<file path="src/rtl/pipe_add_pkg.sv">
// Shared helpers for the pipelined adder: operand width, slice width and
// a legality check on the (S, P) parameter pair.
package pipe_add_pkg;

  // Operand width W = 2**S.
  function automatic int pa_width(input int s);
    return 32'sd1 << s;
  endfunction

  // Bits handled by each pipeline stage.
  function automatic int pa_slice_width(input int w, input int p);
    return w / p;
  endfunction

  // P must be a power of two between 1 and W inclusive.
  function automatic bit pa_params_legal(input int s, input int p);
    int w;
    w = pa_width(s);
    return (p >= 32'sd1) && (p <= w) && ((p & (p - 32'sd1)) == 32'sd0);
  endfunction

endpackage

</file>
<file path="src/rtl/pipe_add_stage.sv">
// One pipeline stage: adds slice K of the operands using the carry handed
// over by the previous stage, and registers the beat (valid, operands, sub,
// carry, partial result, overflow) when the pipeline advances.
module pipe_add_stage
  import pipe_add_pkg::*;
#(
  parameter int W  = 8,
  parameter int SW = 4,
  parameter int K  = 0
) (
  input  logic         clk,
  input  logic         rst_n,
  input  logic         adv,
  input  logic         in_valid,
  input  logic [W-1:0] in_a,
  input  logic [W-1:0] in_b,
  input  logic         in_sub,
  input  logic         in_carry,
  input  logic [W-1:0] in_s,
  output logic         out_valid,
  output logic [W-1:0] out_a,
  output logic [W-1:0] out_b,
  output logic         out_sub,
  output logic         out_carry,
  output logic [W-1:0] out_s,
  output logic         out_ovf
);

  localparam int LO = K * SW;

  logic [SW-1:0] a_sl_s;
  logic [SW-1:0] bx_sl_s;
  logic [SW:0]   sum_s;
  logic          msb_cin_s;
  logic [W-1:0]  res_s;

  logic          valid_q, valid_d;
  logic [W-1:0]  a_q, a_d;
  logic [W-1:0]  b_q, b_d;
  logic          sub_q, sub_d;
  logic          carry_q, carry_d;
  logic [W-1:0]  s_q, s_d;
  logic          ovf_q, ovf_d;

  // Slice adder; the carry into the slice MSB is recovered from the MSB sum bit.
  always_comb begin
    a_sl_s    = in_a[LO +: SW];
    bx_sl_s   = in_b[LO +: SW] ^ {SW{in_sub}};
    sum_s     = {1'b0, a_sl_s} + {1'b0, bx_sl_s} + {{SW{1'b0}}, in_carry};
    msb_cin_s = sum_s[SW-1] ^ a_sl_s[SW-1] ^ bx_sl_s[SW-1];
    res_s            = in_s;
    res_s[LO +: SW]  = sum_s[SW-1:0];
  end

  // Next-state: load the incoming beat on advance, otherwise hold.
  always_comb begin
    if (adv) begin
      valid_d = in_valid;
      a_d     = in_a;
      b_d     = in_b;
      sub_d   = in_sub;
      carry_d = sum_s[SW];
      s_d     = res_s;
      ovf_d   = msb_cin_s ^ sum_s[SW];
    end else begin
      valid_d = valid_q;
      a_d     = a_q;
      b_d     = b_q;
      sub_d   = sub_q;
      carry_d = carry_q;
      s_d     = s_q;
      ovf_d   = ovf_q;
    end
  end

  // Stage registers with synchronous active-low clear.
  always_ff @(posedge clk) begin
    if (!rst_n) begin
      valid_q <= 1'b0;
      a_q     <= '0;
      b_q     <= '0;
      sub_q   <= 1'b0;
      carry_q <= 1'b0;
      s_q     <= '0;
      ovf_q   <= 1'b0;
    end else begin
      valid_q <= valid_d;
      a_q     <= a_d;
      b_q     <= b_d;
      sub_q   <= sub_d;
      carry_q <= carry_d;
      s_q     <= s_d;
      ovf_q   <= ovf_d;
    end
  end

  assign out_valid = valid_q;
  assign out_a     = a_q;
  assign out_b     = b_q;
  assign out_sub   = sub_q;
  assign out_carry = carry_q;
  assign out_s     = s_q;
  assign out_ovf   = ovf_q;

endmodule

</file>
<file path="src/rtl/pipe_add.sv">
// Pipelined W-bit adder/subtractor split into P carry-chained stages with a
// single global advance signal for valid/ready flow control.
module pipe_add
  import pipe_add_pkg::*;
#(
  parameter  int S = 3,
  parameter  int P = 2,
  localparam int W = pa_width(S)
) (
  input  logic         clk,
  input  logic         rst_n,
  input  logic         in_valid,
  output logic         in_ready,
  input  logic [W-1:0] a,
  input  logic [W-1:0] b,
  input  logic         cin,
  input  logic         sub,
  output logic         out_valid,
  input  logic         out_ready,
  output logic [W-1:0] s,
  output logic         cout,
  output logic         ovf
);

  localparam int SW = pa_slice_width(W, P);

  if (!pa_params_legal(S, P)) begin : g_bad_params
    $error("pipe_add: P must be a power of two with 1 <= P <= 2**S");
  end

  logic              adv_s;
  logic [P:0]        valid_c;
  logic [P:0]        sub_c;
  logic [P:0]        carry_c;
  logic [P:0][W-1:0] a_c;
  logic [P:0][W-1:0] b_c;
  logic [P:0][W-1:0] s_c;
  logic [P-1:0]      ovf_c;
  logic              unused_s;

  // The whole pipeline moves when the output slot is empty or being drained.
  always_comb begin
    adv_s    = ~valid_c[P] | out_ready;
    in_ready = adv_s & rst_n;
  end

  // Stage 0 inputs come straight from the ports; subtraction forces carry-in.
  assign valid_c[0] = in_valid;
  assign a_c[0]     = a;
  assign b_c[0]     = b;
  assign sub_c[0]   = sub;
  assign carry_c[0] = cin | sub;
  assign s_c[0]     = '0;

  for (genvar k = 0; k < P; k++) begin : g_stage
    pipe_add_stage #(
      .W  (W),
      .SW (SW),
      .K  (k)
    ) u_stage (
      .clk       (clk),
      .rst_n     (rst_n),
      .adv       (adv_s),
      .in_valid  (valid_c[k]),
      .in_a      (a_c[k]),
      .in_b      (b_c[k]),
      .in_sub    (sub_c[k]),
      .in_carry  (carry_c[k]),
      .in_s      (s_c[k]),
      .out_valid (valid_c[k+1]),
      .out_a     (a_c[k+1]),
      .out_b     (b_c[k+1]),
      .out_sub   (sub_c[k+1]),
      .out_carry (carry_c[k+1]),
      .out_s     (s_c[k+1]),
      .out_ovf   (ovf_c[k])
    );
  end

  // Outputs are taken directly from the last stage's registers.
  assign out_valid = valid_c[P];
  assign s         = s_c[P];
  assign cout      = carry_c[P];
  assign ovf       = ovf_c[P-1];

  // Operand copies leaving the last stage and early-stage overflow are dead ends.
  assign unused_s = ^{a_c[P], b_c[P], sub_c[P], ovf_c};

endmodule

</file>
<file path="config.mk">
export PLATFORM = sky130hd
export DESIGN_NAME = pipe_add
export DESIGN_NICKNAME = d
export VERILOG_FILES = /design/src/rtl/pipe_add_pkg.sv /design/src/rtl/pipe_add_stage.sv /design/src/rtl/pipe_add.sv
export SDC_FILE = /design/constraint.sdc
export NUM_CORES = 1
export LEC_CHECK = 0
export CORE_ASPECT_RATIO = 2
export CORE_UTILIZATION = 45
export DETAILED_ROUTE_END_ITERATION = 8
export DONT_BUFFER_PORTS = 1
export GPL_ROUTABILITY_DRIVEN = 0
export PLACE_DENSITY_LB_ADDON = 0.3
export SYNTH_ARGS = -nofsm -noshare
export SYNTH_HDL_FRONTEND = slang
export SYNTH_HIERARCHICAL = 1
export SYNTH_SLANG_ARGS = --single-unit
</file>
<file path="constraint.sdc">
create_clock -name clk -period 2.45 [get_ports clk]
set_input_delay 0.49 -clock clk [delete_from_list [all_inputs] [get_ports clk]]
set_output_delay 0.49 -clock clk [all_outputs]
set_load 0.1 [all_outputs]
</file>
# Word-level counts from Yosys, hierarchy flattened
# Cells that the tools add are included.
# word_totals
reg_bits,34
latchBits,0
ram_bits,0
mem_bits_ro,0
inputBits,22
output_inout_bits,12
word_cells,23
memories,0
# classes
addsub,4
multipliers,0
div_mod_pow,0
order_cmp,0
eq_ne,0
shifts,0
mux,0
n_bitwise,9
n_reduce_logical,0
# op_table
operator,n
$add A4 B4 Y5,2
$add A5 B1 Y5,2
$xor A4 B4 Y4,2
$xor A1 B1 Y1,3
$or A1 B1 Y1,2
$and A1 B1 Y1,1
$not A1 Y1,1

# Logic depth before layout (Yosys ltp)
# depth
word_depth,6
depth_mapped,10
ltp_nobuf,9

# Cells and area by module
# Netlist, hierarchy kept.
# by_module_without_submodules
mod,n_inst,cells_each,area_per_inst_um2,seq_area_each_um2
pipe_add_stage (g_stage[1].u_stage),1,113,1243.7,560.5
pipe_add_stage (g_stage[0].u_stage),1,112,1242.4,560.5
pipe_add,1,4,32.5,0.0

# Worst setup path before layout
# Ideal clock, no wire load.
# synth_path
kind,input to register
from,in sub
to,reg g_stage[0].u_stage/out_ovf (netlist name)
setup_time_ns,0.123
arrival_ns,2.125
required_time_ns,2.327
slack_ns,0.202
cell_stages,10
path_buffers,1
cell_sequence,buf_6 > xnor2_1 > fa_1 > inv_1 > fa_1 > a21o_2 > a21oi_1 > xnor2_1 > xnor2_1 > a21oi_1
# synth_lines
item,line_no,rtl
from (decl),pipe_add.sv:17,"input logic sub,"

# Worst setup path after layout
# layout_path
from,reg g_stage[0].u_stage.sub_q
to,reg g_stage[1].u_stage.ovf_q
# layout_between
elab_chain_len,6
# layout_lines
item,line_no,rtl
from (decl),pipe_add_stage.sv:40,"logic sub_q, sub_d;"
from (signal assigned),pipe_add_stage.sv:90,sub_q <= sub_d;
$xor A4 B4 Y4 (*),pipe_add_stage.sv:48,bx_sl_s = in_b[LO +: SW] ^ {SW{in_sub}};
$add A4 B4 Y5,pipe_add_stage.sv:49,"sum_s = {1'b0, a_sl_s} + {1'b0, bx_sl_s} + {{SW{1'b0}}, in_carry};"
$add A5 B1 Y5,pipe_add_stage.sv:49,
$xor A1 B1 Y1 (2 in series),pipe_add_stage.sv:50,msb_cin_s = sum_s[SW-1] ^ a_sl_s[SW-1] ^ bx_sl_s[SW-1];
$xor A1 B1 Y1 (*),pipe_add_stage.sv:64,ovf_d = msb_cin_s ^ sum_s[SW];
to (signal assigned),pipe_add_stage.sv:93,ovf_q <= ovf_d;
to (decl),pipe_add_stage.sv:43,"logic ovf_q, ovf_d;"
# Mark *: on every way between the ends. The rest lies on a longest branch, timed or not.
# A chain may end at the register's enable or synchronous reset.

==> summary.txt <==
POWER
--------------------------------------------------------------------------------
Share of power burned in registers                                         0.390
Static leakage                                                          0.843 nW
Relative contribution of the clock network to total power                  0.273
Switching share of power                                                   0.352
Maximum vdd drop                                                      0.000397 V
Internal Pwr Total                                                        827 uW
Fraction of power consumed by combinational cells                          0.336
Net Sw Power                                                              449 uW
Sum of internal, switching and leakage power                             1.28 mW
Power density relative to cell area                                   834 nW/um2

WORST SETUP PATH
--------------------------------------------------------------------------------
Reg-to-reg critical path endpoint                                   g_stage[1].u_stage/out_ovf
Peak fanout along the critical path                                            5
Reg2Reg Depth                                                                  9
Crit path capture                                                   g_stage[1].u_stage/out_ovf
Critical path required time                                              2600 ps
Reg-to-reg setup timing slack                                             220 ps
Most used cell along the critical path                              sky130_fd_sc_hd__xnor2_1
Maximum cell stage delay along the critical path                          490 ps
Worst reg2reg path startpoint                                       g_stage[0].u_stage/out_sub
Kind of capture point of the worst setup path                          flip-flop
WP depth                                                                       9
Critical path class                                                      reg2reg
Largest delay contributor family on the critical path                adder cells
Cell with the biggest individual delay on the critical path         sky130_fd_sc_hd__dfxtp_1
Chain of cells forming the critical path                            xnor2_1 -> fa_1 -> inv_1 -> fa_1 -> a21o_1 -> a21oi_1 -> xnor2_1 -> xnor2_1 -> a21oi_1
Critical path launch point type                                        flip-flop
Critical Path Start                                                 g_stage[0].u_stage/out_sub
Data arrival time at the worst-slack endpoint                            2380 ps
Number of buffers and inverters on the critical path                           1

GRT
--------------------------------------------------------------------------------
Pin count of the biggest net entering global routing                          28
Global routing met3 resource utilization                                  0.0222
Remaining global-route overflow                                                0
Combined global-route utilization of all metal layers                      0.151
GRT Max-Usage Layer                                                         met2
Global-route wire length before repair                                   3920 um
Number of antenna violations at the first check in global routing              0
Global-route track usage on met1                                           0.140
Vias in the first global route                                               938
Met2 Usage GRT                                                             0.300

FLOORPLANNING
--------------------------------------------------------------------------------
Overall die width                                                        41.5 um
DIE HEIGHT                                                               81.1 um
Ports placed on the boundary                                                  34
Core Rows                                                                     28
Core box area                                                           2980 um2
Die Outline Area                                                        3370 um2
Starting Density                                                           0.472

PLACE
--------------------------------------------------------------------------------
Port Buffer Count                                                              0
Cell Area, Placed                                                       1460 um2
DP HPWL                                                                  1860 um
Cells after DPL                                                              163
DP Worst Slack                                                            236 ps

FINISH
--------------------------------------------------------------------------------
Fill cell total of the finished layout                                       271
Final core occ                                                             0.514
Layout Cells excl Fill                                                       167
Most common cell after layout, fill and taps aside                  sky130_fd_sc_hd__dfxtp_1
Net total in the final layout                                                170
Synth-to-layout area growth                                                8.81%
Post-layout instance area                                               1530 um2
Count of antenna diodes in the layout                                          0
Proportion of layout cells with a drive suffix above 1                     0.153
Commonest cells after routing, fill and taps aside                  26 x sky130_fd_sc_hd__dfxtp_1, 19 x sky130_fd_sc_hd__mux2i_1, 19 x sky130_fd_sc_hd__nor2b_1, 12 x sky130_fd_sc_hd__buf_4

RUN STATUS
--------------------------------------------------------------------------------
Result of the run                                                      completed

LOGIC SYNTHESIS
--------------------------------------------------------------------------------
Average size of a mapped cell                                           10.4 um2
Total number of yosys warnings                                                 6
Combined area of all synthesized cells                                  1410 um2
Number of instances in the synthesized netlist                               135
Syn Nets                                                                     167

CLOCKING
--------------------------------------------------------------------------------
CTS hold repair buffers                                                        0
Clock latency at the later pin of the worst-skew pair                     270 ps
Clock Root Buffer                                                   sky130_fd_sc_hd__clkbuf_8
Count of H-tree levels built during CTS                                        1
TritonCTS clock tree                                                        done
Buffer depth of the longest clock path                                         2
Number of cells upsized or downsized after cts                                 0
Setup Buffers After CTS                                                        0
Worst-path clk slew                                                        90 ps
Number of buffers added by the clock tree synthesis step                       3
Num Clock Sinks                                                               26

STA
--------------------------------------------------------------------------------
Unrepaired setup endpoints after global routing                               no
Crit path time final                                                     2230 ps
Final period utilization                                                   0.909
Timing-limited maximum frequency                                       0.449 GHz
Remaining max-slew budget at the tightest pin                              0.797
Hold_ws                                                                   346 ps
Worst-margin pin slew                                                     304 ps
Count of pins over their slew limit                                            0
Setup_tns                                                                   0 ps
Skew final                                                               1.04 ps
Post-route setup slack                                                    222 ps
Hold Vio Cnt, Final                                                            0
# setup viols final                                                            0

DRT
--------------------------------------------------------------------------------
Final routed wirelength across all metal layers                          2350 um
Number of nets still failing antenna checks after routing                      0
Number of design rule violations left after detail routing                     0
First drt pass iteration count                                                 2
Initial DRC count                                                             12
Average wire length per cell after detail routing                        14.1 um
Vias per std cell                                                           5.34
Number of vias after detailed routing                                        892

MIN PATH
--------------------------------------------------------------------------------
Hold_sp                                                                    rst_n
Path type of the worst min-delay path                                     in2reg

FLOW RUN
--------------------------------------------------------------------------------
Number of max-capacitance violations reported                                  0

[sequential cells by signal (all words and copies together), names as in the netlist]
register,cells
g_stage.u_stage/out_ovf,1
g_stage.u_stage/out_a,4
g_stage.u_stage/out_sub,1
g_stage.u_stage/out_carry,2
g_stage.u_stage/out_b,4
g_stage.u_stage/out_s,12
g_stage.u_stage/out_valid,2
[per-layer routing]
layer	wire (um)	vias to the layer above
li1	-	439
met1	848	425
met2	1370	24
met3	97	4
met4	36	0
met5	0	-
[power groups by stage]
stage / logic [mW] / clock network, mW / registers, mW
4_1_cts: 0.434 / 0.359 / 0.499
3_3_place_gp: 0.423 / 0 / 0.508
5_1_grt: 0.457 / 0.376 / 0.504
6_report: 0.429 / 0.349 / 0.498
3_5_place_dp: 0.433 / 0 / 0.509
2_1_floorplan: 0.188 / 0 / 0.685
[worst min path at each step]
stage | end | slack, ps | cells past startpoint
finish | g_stage[0].u_stage/out_a[5] | 350 | 1
global placement | g_stage[1].u_stage/out_s[6] | 460 | 1
detailed placement | g_stage[0].u_stage/out_s[0] | 470 | 1
CTS | g_stage[0].u_stage/out_a[5] | 340 | 1
global route | g_stage[1].u_stage/out_s[5] | 340 | 1
floorplan | g_stage[0].u_stage/out_s[0] | 450 | 1
[cell type report]
class / count / area, um2 / area share
inverters: 6 / 22.5 / 0.0147
clock buffers: 3 / 41.3 / 0.0270
clock inverters: 1 / 30.0 / 0.0196
well taps: 30 / 37.5 / 0.0245
flip-flops and latches: 26 / 520 / 0.340
multi-input cells: 89 / 788 / 0.515
repair buffers: 12 / 90.1 / 0.0589
Note: power is estimated with default switching activity, not from simulation.
